## config.mk

```make
export PLATFORM = sky130hd
export DESIGN_NAME = mac_sequencer
export DESIGN_NICKNAME = d
export VERILOG_FILES = /design/src/rtl/mac_sequencer.sv
export SDC_FILE = /design/constraint.sdc
export NUM_CORES = 1
export LEC_CHECK = 0
export CORE_MARGIN = 4
export CORE_UTILIZATION = 35
export CTS_BUF_LIST = sky130_fd_sc_hd__clkbuf_4
export CTS_CLUSTER_DIAMETER = 200
export DETAILED_ROUTE_END_ITERATION = 8
export HOLD_SLACK_MARGIN = 0.08
export MAX_ROUTING_LAYER = met4
export PLACE_DENSITY_LB_ADDON = 0.3
export SLEW_MARGIN = 10
export SYNTH_ARGS = -nofsm -noshare
export SYNTH_HDL_FRONTEND = slang
export SYNTH_SLANG_ARGS = --single-unit
```

## constraint.sdc

```tcl
create_clock -name clk -period 4.8 [get_ports clk]
set_input_delay 0.72 -clock clk [delete_from_list [all_inputs] [get_ports clk]]
set_output_delay 0.72 -clock clk [all_outputs]
set_load 0.005 [all_outputs]
```

## src/rtl/mac_sequencer.sv

```systemverilog
// mac_sequencer: drives an 8-bit MAC through a dot product of N operand
// pairs and reads the 2W-bit accumulator back as MSW then LSW.
module mac_sequencer #(
    parameter int         DATA_WIDTH = 8,
    parameter int         LEN_WIDTH  = 8,
    parameter logic [3:0] NOP_OPCODE = 4'hF
) (
    input  logic                    clk,
    input  logic                    a_reset_n,
    input  logic                    start,
    input  logic [LEN_WIDTH-1:0]    length,
    input  logic                    abort,
    input  logic [DATA_WIDTH-1:0]   op_a,
    input  logic [DATA_WIDTH-1:0]   op_b,
    input  logic                    op_valid,
    output logic                    op_ready,
    output logic [3:0]              mac_opcode,
    output logic [DATA_WIDTH-1:0]   mac_data_in,
    input  logic [DATA_WIDTH-1:0]   mac_data_out,
    output logic [2*DATA_WIDTH-1:0] result,
    output logic                    result_valid,
    input  logic                    result_ready,
    output logic                    busy
);

    localparam logic [3:0] MAC_RESET = 4'h0;
    localparam logic [3:0] MAC_REGA  = 4'h1;
    localparam logic [3:0] MAC_REGB  = 4'h2;
    localparam logic [3:0] MAC_MULT  = 4'h3;
    localparam logic [3:0] MAC_ACC   = 4'h4;
    localparam logic [3:0] MAC_MSW   = 4'h5;
    localparam logic [3:0] MAC_LSW   = 4'h6;

    typedef enum logic [3:0] {
        IDLE,
        CLEAR,
        FETCH,
        LOAD_A,
        LOAD_B,
        MULT,
        ACC,
        READ_MSW,
        READ_LSW,
        CAPTURE,
        DONE
    } state_t;

    state_t                  state;
    state_t                  next_state;
    logic [LEN_WIDTH-1:0]    count;
    logic [DATA_WIDTH-1:0]   a_hold;
    logic [DATA_WIDTH-1:0]   b_hold;

    // State register
    always_ff @(posedge clk or negedge a_reset_n) begin
        if (!a_reset_n) begin
            state <= IDLE;
        end else begin
            state <= next_state;
        end
    end

    // Pair counter, operand holding flops and result assembly
    always_ff @(posedge clk or negedge a_reset_n) begin
        if (!a_reset_n) begin
            count  <= '0;
            a_hold <= '0;
            b_hold <= '0;
            result <= '0;
        end else begin
            if (state == IDLE && start) begin
                count <= length;
            end
            if (state == ACC) begin
                count <= count - LEN_WIDTH'(1);
            end
            if (state == FETCH && op_valid) begin
                a_hold <= op_a;
                b_hold <= op_b;
            end
            // MSW is on data_out during READ_LSW, LSW during CAPTURE
            if (state == READ_LSW) begin
                result[2*DATA_WIDTH-1:DATA_WIDTH] <= mac_data_out;
            end
            if (state == CAPTURE) begin
                result[DATA_WIDTH-1:0] <= mac_data_out;
            end
        end
    end

    // Next state; abort overrides every transition outside IDLE
    always_comb begin
        next_state = state;
        unique case (state)
            IDLE:     if (start) next_state = CLEAR;
            CLEAR:    next_state = (count != '0) ? FETCH : READ_MSW;
            FETCH:    if (op_valid) next_state = LOAD_A;
            LOAD_A:   next_state = LOAD_B;
            LOAD_B:   next_state = MULT;
            MULT:     next_state = ACC;
            ACC: begin
                if (count == LEN_WIDTH'(1)) begin
                    next_state = READ_MSW;
                end else begin
                    next_state = FETCH;
                end
            end
            READ_MSW: next_state = READ_LSW;
            READ_LSW: next_state = CAPTURE;
            CAPTURE:  next_state = DONE;
            DONE:     if (result_ready) next_state = IDLE;
            default:  next_state = IDLE;
        endcase
        if (abort && state != IDLE) begin
            next_state = IDLE;
        end
    end

    // Outputs decoded from state and holding flops only
    always_comb begin
        mac_opcode   = NOP_OPCODE;
        mac_data_in  = '0;
        op_ready     = 1'b0;
        result_valid = 1'b0;
        busy         = (state != IDLE);
        unique case (state)
            CLEAR:    mac_opcode = MAC_RESET;
            FETCH:    op_ready = 1'b1;
            LOAD_A: begin
                mac_opcode  = MAC_REGA;
                mac_data_in = a_hold;
            end
            LOAD_B: begin
                mac_opcode  = MAC_REGB;
                mac_data_in = b_hold;
            end
            MULT:     mac_opcode = MAC_MULT;
            ACC:      mac_opcode = MAC_ACC;
            READ_MSW: mac_opcode = MAC_MSW;
            READ_LSW: mac_opcode = MAC_LSW;
            DONE:     result_valid = 1'b1;
            default: begin
                mac_opcode = NOP_OPCODE;
            end
        endcase
    end

endmodule

```

# Word-level counts from Yosys, hierarchy flattened
# Index checks and enable logic that the tools add are counted.
word_totals:
  register_bits: 44
  in_bits: 38
  output_inout_bits: 31
  word_cells: 42
op_classes:
  addsub: 1
  eq_ne: 14
  mux: 13
  n_reduce_logical: 8
op_table:
  columns: ["operator", "n"]
  rows:
  - ["$pmux W4 S11", 1]
  - ["$pmux W4 S7", 1]
  - ["$eq A4 B3 Y1 const B", 4]
  - ["$mux W4", 4]
  - ["$mux W8", 2]
  - ["$pmux W8 S2", 1]
  - ["$eq A4 B4 Y1 const B", 3]
  - ["$eq A4 B2 Y1 const B", 2]
  - ["$eq A8 B1 Y1 const B", 1]
  - ["$reduce_bool A8 Y1", 1]
  - ["$sub A8 B1 Y8 const B", 1]
  - ["$mux W3", 2]
  - ["$ne A3 B2 Y1 const B", 2]
  - ["$eq A4 B1 Y1 const B", 1]
  - ["$logic_not A4 Y1", 1]
  - ["$reduce_bool A4 Y1", 1]
  - ["$logic_and A1 B1 Y1", 3]
  - ["$ne A3 B3 Y1 const B", 1]
  - ["$reduce_and A3 Y1", 1]
  - ["$mux W1", 2]
  - ["$reduce_bool A2 Y1", 1]

# Depth between registers and ports, before layout
# Gate-level depths: netlist (run 1).
logic_depth:
  depth_word: 4
  mapped_depth: 7
  ltp_nobuf: 6

# Worst setup path before layout (run 1)
# OpenSTA, ideal clock, no wires.
synth_path:
  path_kind: "register to output"
  startpoint: "register state[1]"
  endpoint: "output port mac_data_in[0]"
  arrival_time_ns: 1.376
  t_required_ns: 4.080
  setup_slack_ns: 2.704
  stages_incl_launch_ff: 7
  n_path_buf: 2
  path_cell_list: "dfrtp_1 buf_2 nor2_1 and2_1 clkbuf_1 a22oi_1 nor2_1"
synth_via:
  elab_chain_len: 2
  elab_cells_between_ends: 3
  classes_between: "eq/ne: 2; mux: 1"
synth_lines:
  columns: ["item", "line", "source"]
  rows:
  - ["start: declaration", "48", "state_t state;"]
  - ["start signal: assignment", "59", "state <= next_state;"]
  - ["$eq A4 B3 Y1 / $eq A4 B2 Y1 (equally long branches)", "126", "unique case (state)"]
  - ["$pmux W8 S2 (*)", "126", null]
  - ["end: declaration", "18", "output logic [DATA_WIDTH-1:0] mac_data_in,"]
# Mark *: on every way between the ends. The rest lies on a longest branch, timed or not.

# Worst setup path after layout (run 1)
layout_path:
  startpoint: "register state[0]"
  endpoint: "output port mac_data_in[0]"
# The elaborated chain is that of the path after synthesis.

==> run summary, run 1 <==
First-pass GRT wire length: 8424 microns
Worst-Skew Late Latency: 0.35 ns
Clock-pin slew on the worst setup and hold paths: 0.13 ns
Final hold viol count: 0
Storage cell area: 1101 sq um
Final Non-Filler Cells: 341
Worst Max-Slew Pin Slew: 0.9723 ns
# resized after CTS: 0
Vias in the first global route: 1761
Synthesized area per cell: 10.91 sq um
Max-cap violation count: 0
Core box area: 6026 sq um
Tcrit/Tclk final: 0.6700
Post-route ant nets: 0
Final wirelength: 5164 microns
Grt total ovfl: 0
Post-Synthesis Cells: 202
Die width: 87.35 microns
Post-synth top area share: 0.4997
CTS sink count: 44
TritonCTS buffer count: 5
R2R Path Start: state[3]
Combinational Power Share: 0.384
Status: completed
DR vias: 1768
Initial Util: 0.3657
Clock Skew: 0.003968 ns
Fin. max-slew vios: 0
CP Max Fanout: 16
Synthesized Nets: 243
Req. time, crit path: 4.08 ns
Max_slew headroom: 0.3518
RSZ-0062 raised after global routing: no
Die area: 7629 sq um
Synth Flop Type: dfrtp_1
Post-Place Cells: 334
Nets: 307
Leakage power: 1.257 nW
Library cells used by synthesis: 39
Filler instances: 577
Sequential area share after synthesis: 0.4997
Period minus WS final: 3.216 ns
CTS tree: done
Synth async-reset ratio: 1.000
Gr usage total: 0.1462
Final Core Density: 0.4944
Largest net degree at the start of global routing: 45
Critical Path AT: 2.50 ns
Pint: 0.8576 mW
PortBufs: 68
Multi-input combinational cell area: 1028 sq um
Vias/cell: 5.185
Critical path type: reg2out
Detailed Routing Iterations Pass 1: 4
Setup bufs post-CTS: 0
Setup violations, final: 0
Root Buffer: clkbuf_4
Startpoint Class: flop
FMAX: 311.0 MHz
Diodes inserted: 0
I/O pin count: 69
Reg power frac: 0.482
Synth-to-Final Area Change: 35.21%
Post-synth top cells: dfrtp_1, mux2_2, nor2_1, nand2_1, a21oi_1
EDFF count, synth: 0
Clk buf depth: 2
Die extent in y: 87.35 microns
Clk pwr share: 0.134
Top cells by area, synth: dfrtp_1, mux2_2, nor2_1, a22oi_1, nand2_1
CTS H-tree depth: 2
Placer Congestion: 0.7499
Rows: 28
Endpoint type of the worst setup path: output port
Synthesis Warnings: 0
Antenna violations before repair: 0
Psw: 0.4344 mW
Seq cells post-synth: 44
Power per Cell Area: 433.7 nW/um^2
Count leader, synth: dfrtp_1
Crit. Startpoint: state[0]
Routed len/inst: 15.14 microns
Layout cells sized above 1: 0.1842
Switch share: 0.3363
Final HPWL DP: 3740 microns
Max VDD drop: 219.5 uV
Setup TNS: 0 ns
Hold Buf Count CTS: 0
Yosys top cell by area: dfrtp_1
Starting DRT DRC Count: 89
Final routed DRC violation total: 0
Netlist area before placement: 2203 sq um
HP Class: in2async
==> stage by stage <==
step / worst slack (ns) / hold slack [ns] / instance area [sq um] / total power [mW]
after global routing: 1.343 / 0.5304 / 2979 / 1.393
final: 1.584 / 0.5042 / 2979 / 1.292
after detailed placement: 1.984 / 0.4945 / 2929 / 1.135
after CTS: 1.572 / 0.5248 / 2979 / 1.310
after floorplan: 2.704 / 0.4244 / 2203 / 0.9014
after global placement: 2.016 / 0.4884 / 2929 / 1.120
==> flip-flops by register name, indices dropped and copies added, names as in the netlist <==
register and cells:
b_hold 8, state 4, count 8, a_hold 8
result 16
==> metal layers <==
metal / vias up / GRT usage / part of all wire
li1: 853 / - / -
met1: 868 / 0.1968 / 0.47
met2: 40 / 0.2130 / 0.47
met3: 7 / 0.03784 / 0.042
met4: 0 / 0.05021 / 0.017
met5: - / - / 0
==> power groups by stage <==
stage	Combinational (mW)	Sequential [mW]	Clock [mW]
finish	0.496	0.623	0.173
global route	0.549	0.647	0.197
CTS	0.507	0.623	0.180
detailed placement	0.505	0.630	0
global placement	0.495	0.625	0
floorplan	0.327	0.574	0
==> area by class of cell <==
cell class	instances	area share
Multi-Input combinational cell	141	0.3452
Clock buffer	5	0.01260
Inverter	4	0.005040
Clock inverter	2	0.004200
Tap cell	75	0.03150
Sequential cell	44	0.3696
Timing Repair Buffer	70	0.2318
==> cell families (layout without fill, tap and decap cells) <==
logic type / count (synthesis) / count (layout) / share of synthesized area
compound gates: 42 / 42 / 0.1352
buf+inv: 17 / 81 / 0.03634
fa+ha+maj: 3 / 3 / 0.01704
simple gates: 63 / 63 / 0.1442
mux: 32 / 32 / 0.1635
flops: 44 / 44 / 0.4997
xor+xnor: 1 / 1 / 0.003976
==> cell usage in the layout (no fill, tap or decap), drive strengths merged, types with 2 or more instances in the layout <==
| cell type | instances |
|---|---|
| o32ai | 3 |
| and3 | 2 |
| a2bb2oi | 3 |
| a211oi | 2 |
| mux2 | 32 |
| nor3 | 6 |
| o22ai | 3 |
| a21o | 2 |
| a31o | 2 |
| nand3 | 3 |
| clkdlybuf4s50 | 67 |
| inv | 4 |
| clkbuf | 5 |
| nand2 | 16 |
| buf | 3 |
| nor2b | 2 |
| nand2b | 6 |
| nor2 | 19 |
| ha | 3 |
| o21bai | 2 |
| a21oi | 11 |
| nor3b | 2 |
| a22oi | 8 |
| o21ai | 2 |
| nor4 | 3 |
| dfrtp | 44 |
==> worst max-delay path, cell delays in order (launching register included) <==
cell and delay [ns]:
dfrtp_1 0.68, nand2_1 0.13, nor2_1 0.51, a22oi_1 0.13
nor2_1 0.16, clkdlybuf4s50_1 0.53
==> path summary, 6_finish.rpt <==
check	end	slack [ns]	cells after the start
max	mac_data_in[0]	1.58	5
min	result[5]	0.50	1
max reg2reg	count[4]	2.78	5
min reg2reg	result[7]	0.52	1
max in group asynchronous	count[1]	3.69	1
min in group clk	result[7]	0.52	1
(Power assumes the default switching activity.)
==> run 2, diff against run 1 <==
- clock period: 4.8 -> 3.3 ns (I/O delays scaled with it)
==> run 2 against run 1 <==
Net effect:
- power is 54% higher
- critical endpoint unchanged
- clock-buffer cell count grew 1
- global-route usage increased by 0.32 points
- largest cell class unchanged
- clock skew up 0.0091 ns
- combinational power is 51% higher
- register-to-register slack worse by 1.4 ns
- sequential share of layout area fell by 0.55 points
- worst hold slack worse by 0.21 ns
==> run summary, run 2 (synthesized netlist as in run 1, its figures left out) <==
Clk buf depth: 2
Clock Skew: 0.01304 ns
Flop2flop setup slack: 1.34 ns
Worst-Skew Late Latency: 0.35 ns
Total power: 1.984 mW
CTS H-tree depth: 2
Placer Congestion: 0.8097
Synth-to-Final Area Change: 37.25%
Layout cells sized above 1: 0.1933
Core box area: 6026 sq um
Largest net degree at the start of global routing: 45
Diodes inserted: 0
CP Max Fanout: 13
# resized after CTS: 0
Startpoint Class: flop
Final wirelength: 5345 microns
PortBufs: 68
FF-to-FF End: count[4]
FMAX: 347.8 MHz
Hold slack: 0.2956 ns
CTS sink count: 44
Die width: 87.35 microns
Critical Path AT: 2.38 ns
DR vias: 1806
R2R Path Start: state[2]
Initial Util: 0.3657
Commonest non-fill, non-tap cell in the layout: clkdlybuf4s50_1
Max FFs per register: 16
Endpoint type of the worst setup path: output port
First-pass GRT wire length: 8728 microns
Nets: 309
Final HPWL DP: 3829 microns
Vias in the first global route: 1829
TritonCTS buffer count: 5
Status: completed
Req. time, crit path: 2.80 ns
Setup violations, final: 0
Routed len/inst: 15.54 microns
Final Core Density: 0.5019
Fin. max-slew vios: 0
Period minus WS final: 2.875 ns
Starting DRT DRC Count: 144
Final routed DRC violation total: 0
Max VDD drop: 306.0 uV
HP Class: in2async
Power per Cell Area: 656.0 nW/um^2
Rows: 28
Detailed Routing Iterations Pass 1: 4
Leakage power: 1.286 nW
Setup bufs post-CTS: 0
Most frequent cells in the layout: clkdlybuf4s50_1, dfrtp_1, mux2_2
Root Buffer: clkbuf_4
Worst Max-Slew Pin Slew: 0.9895 ns
Die extent in y: 87.35 microns
Max_slew headroom: 0.3403
Vias/cell: 5.250
Hold Buf Count CTS: 0
Critical path type: reg2out
Setup TNS: 0 ns
CTS tree: done
Die area: 7629 sq um
Grt total ovfl: 0
Gr usage total: 0.1494
R2r worst-path depth: 5
Max-cap violation count: 0
Final hold viol count: 0
Clock-pin slew on the worst setup and hold paths: 0.13 ns
Largest reg by FF count: result
I/O pin count: 69
Tcrit/Tclk final: 0.8712
Post-route ant nets: 0
Antenna violations before repair: 0
RSZ-0062 raised after global routing: no
## run 2: worst max-delay path, cell delays in order, from the launching register on
cell             delay [ns]
dfrtp_1                0.53
nor2_1                 0.31
and2_1                 0.38
a22oi_1                0.15
nor2_1                 0.14
clkdlybuf4s50_1        0.53
## run 2: power by group
group | total, mW | internal, mW | switching (mW) | leakage [nW]
sequential | 0.898 | 0.727 | 0.170 | 0.559
clock | 0.338 | 0.167 | 0.171 | 0.0456
combinational | 0.748 | 0.449 | 0.299 | 0.681
## run 2: worst max path at each step
stage / startpoint / to / depth (start not counted)
2_1_floorplan: state[1] / mac_data_in[0] / 6
3_3_place_gp: state[1] / mac_data_in[0] / 5
3_5_place_dp: state[1] / mac_data_in[2] / 5
4_1_cts: state[1] / mac_data_in[0] / 5
5_1_grt: state[1] / mac_data_in[0] / 5
6_report: state[1] / mac_data_in[0] / 5
## run 2: layout make-up
type	instances	area (sq um)
fill	589	3002
sequential	44	1101
multi-input combinational	141	1028
timing repair buffer	72	705.7
tap	75	93.84
clock buffer	6	45.04
clock inverter	2	35.03
inverter	4	15.01
## run 2: per-layer routing
metal | global-route usage | up-vias | share of wire | wire [microns]
met5 | - | - | 0 | 0
met4 | 0.03766 | 0 | 0.011 | 57
met3 | 0.03500 | 4 | 0.045 | 240
met2 | 0.2370 | 42 | 0.49 | 2608
met1 | 0.1926 | 897 | 0.46 | 2438
li1 | - | 863 | - | -
## run 2: per-stage QoR
step	instance area (sq um)	cells	worst slack, ns
5_1_grt	3024	344	0.2232
4_1_cts	3024	344	0.4206
6_report	3024	344	0.4251
2_1_floorplan	2203	202	1.429
3_3_place_gp	2944	336	0.8822
3_5_place_dp	2944	336	0.8319
==> run 3, diff against run 2 <==
- CTS_CLUSTER_DIAMETER: 200 -> 30
- TNS_END_PERCENT: default -> 100
==> results of run 3 <==
No change in the layout: final DEF, timing and power equal those of run 2.
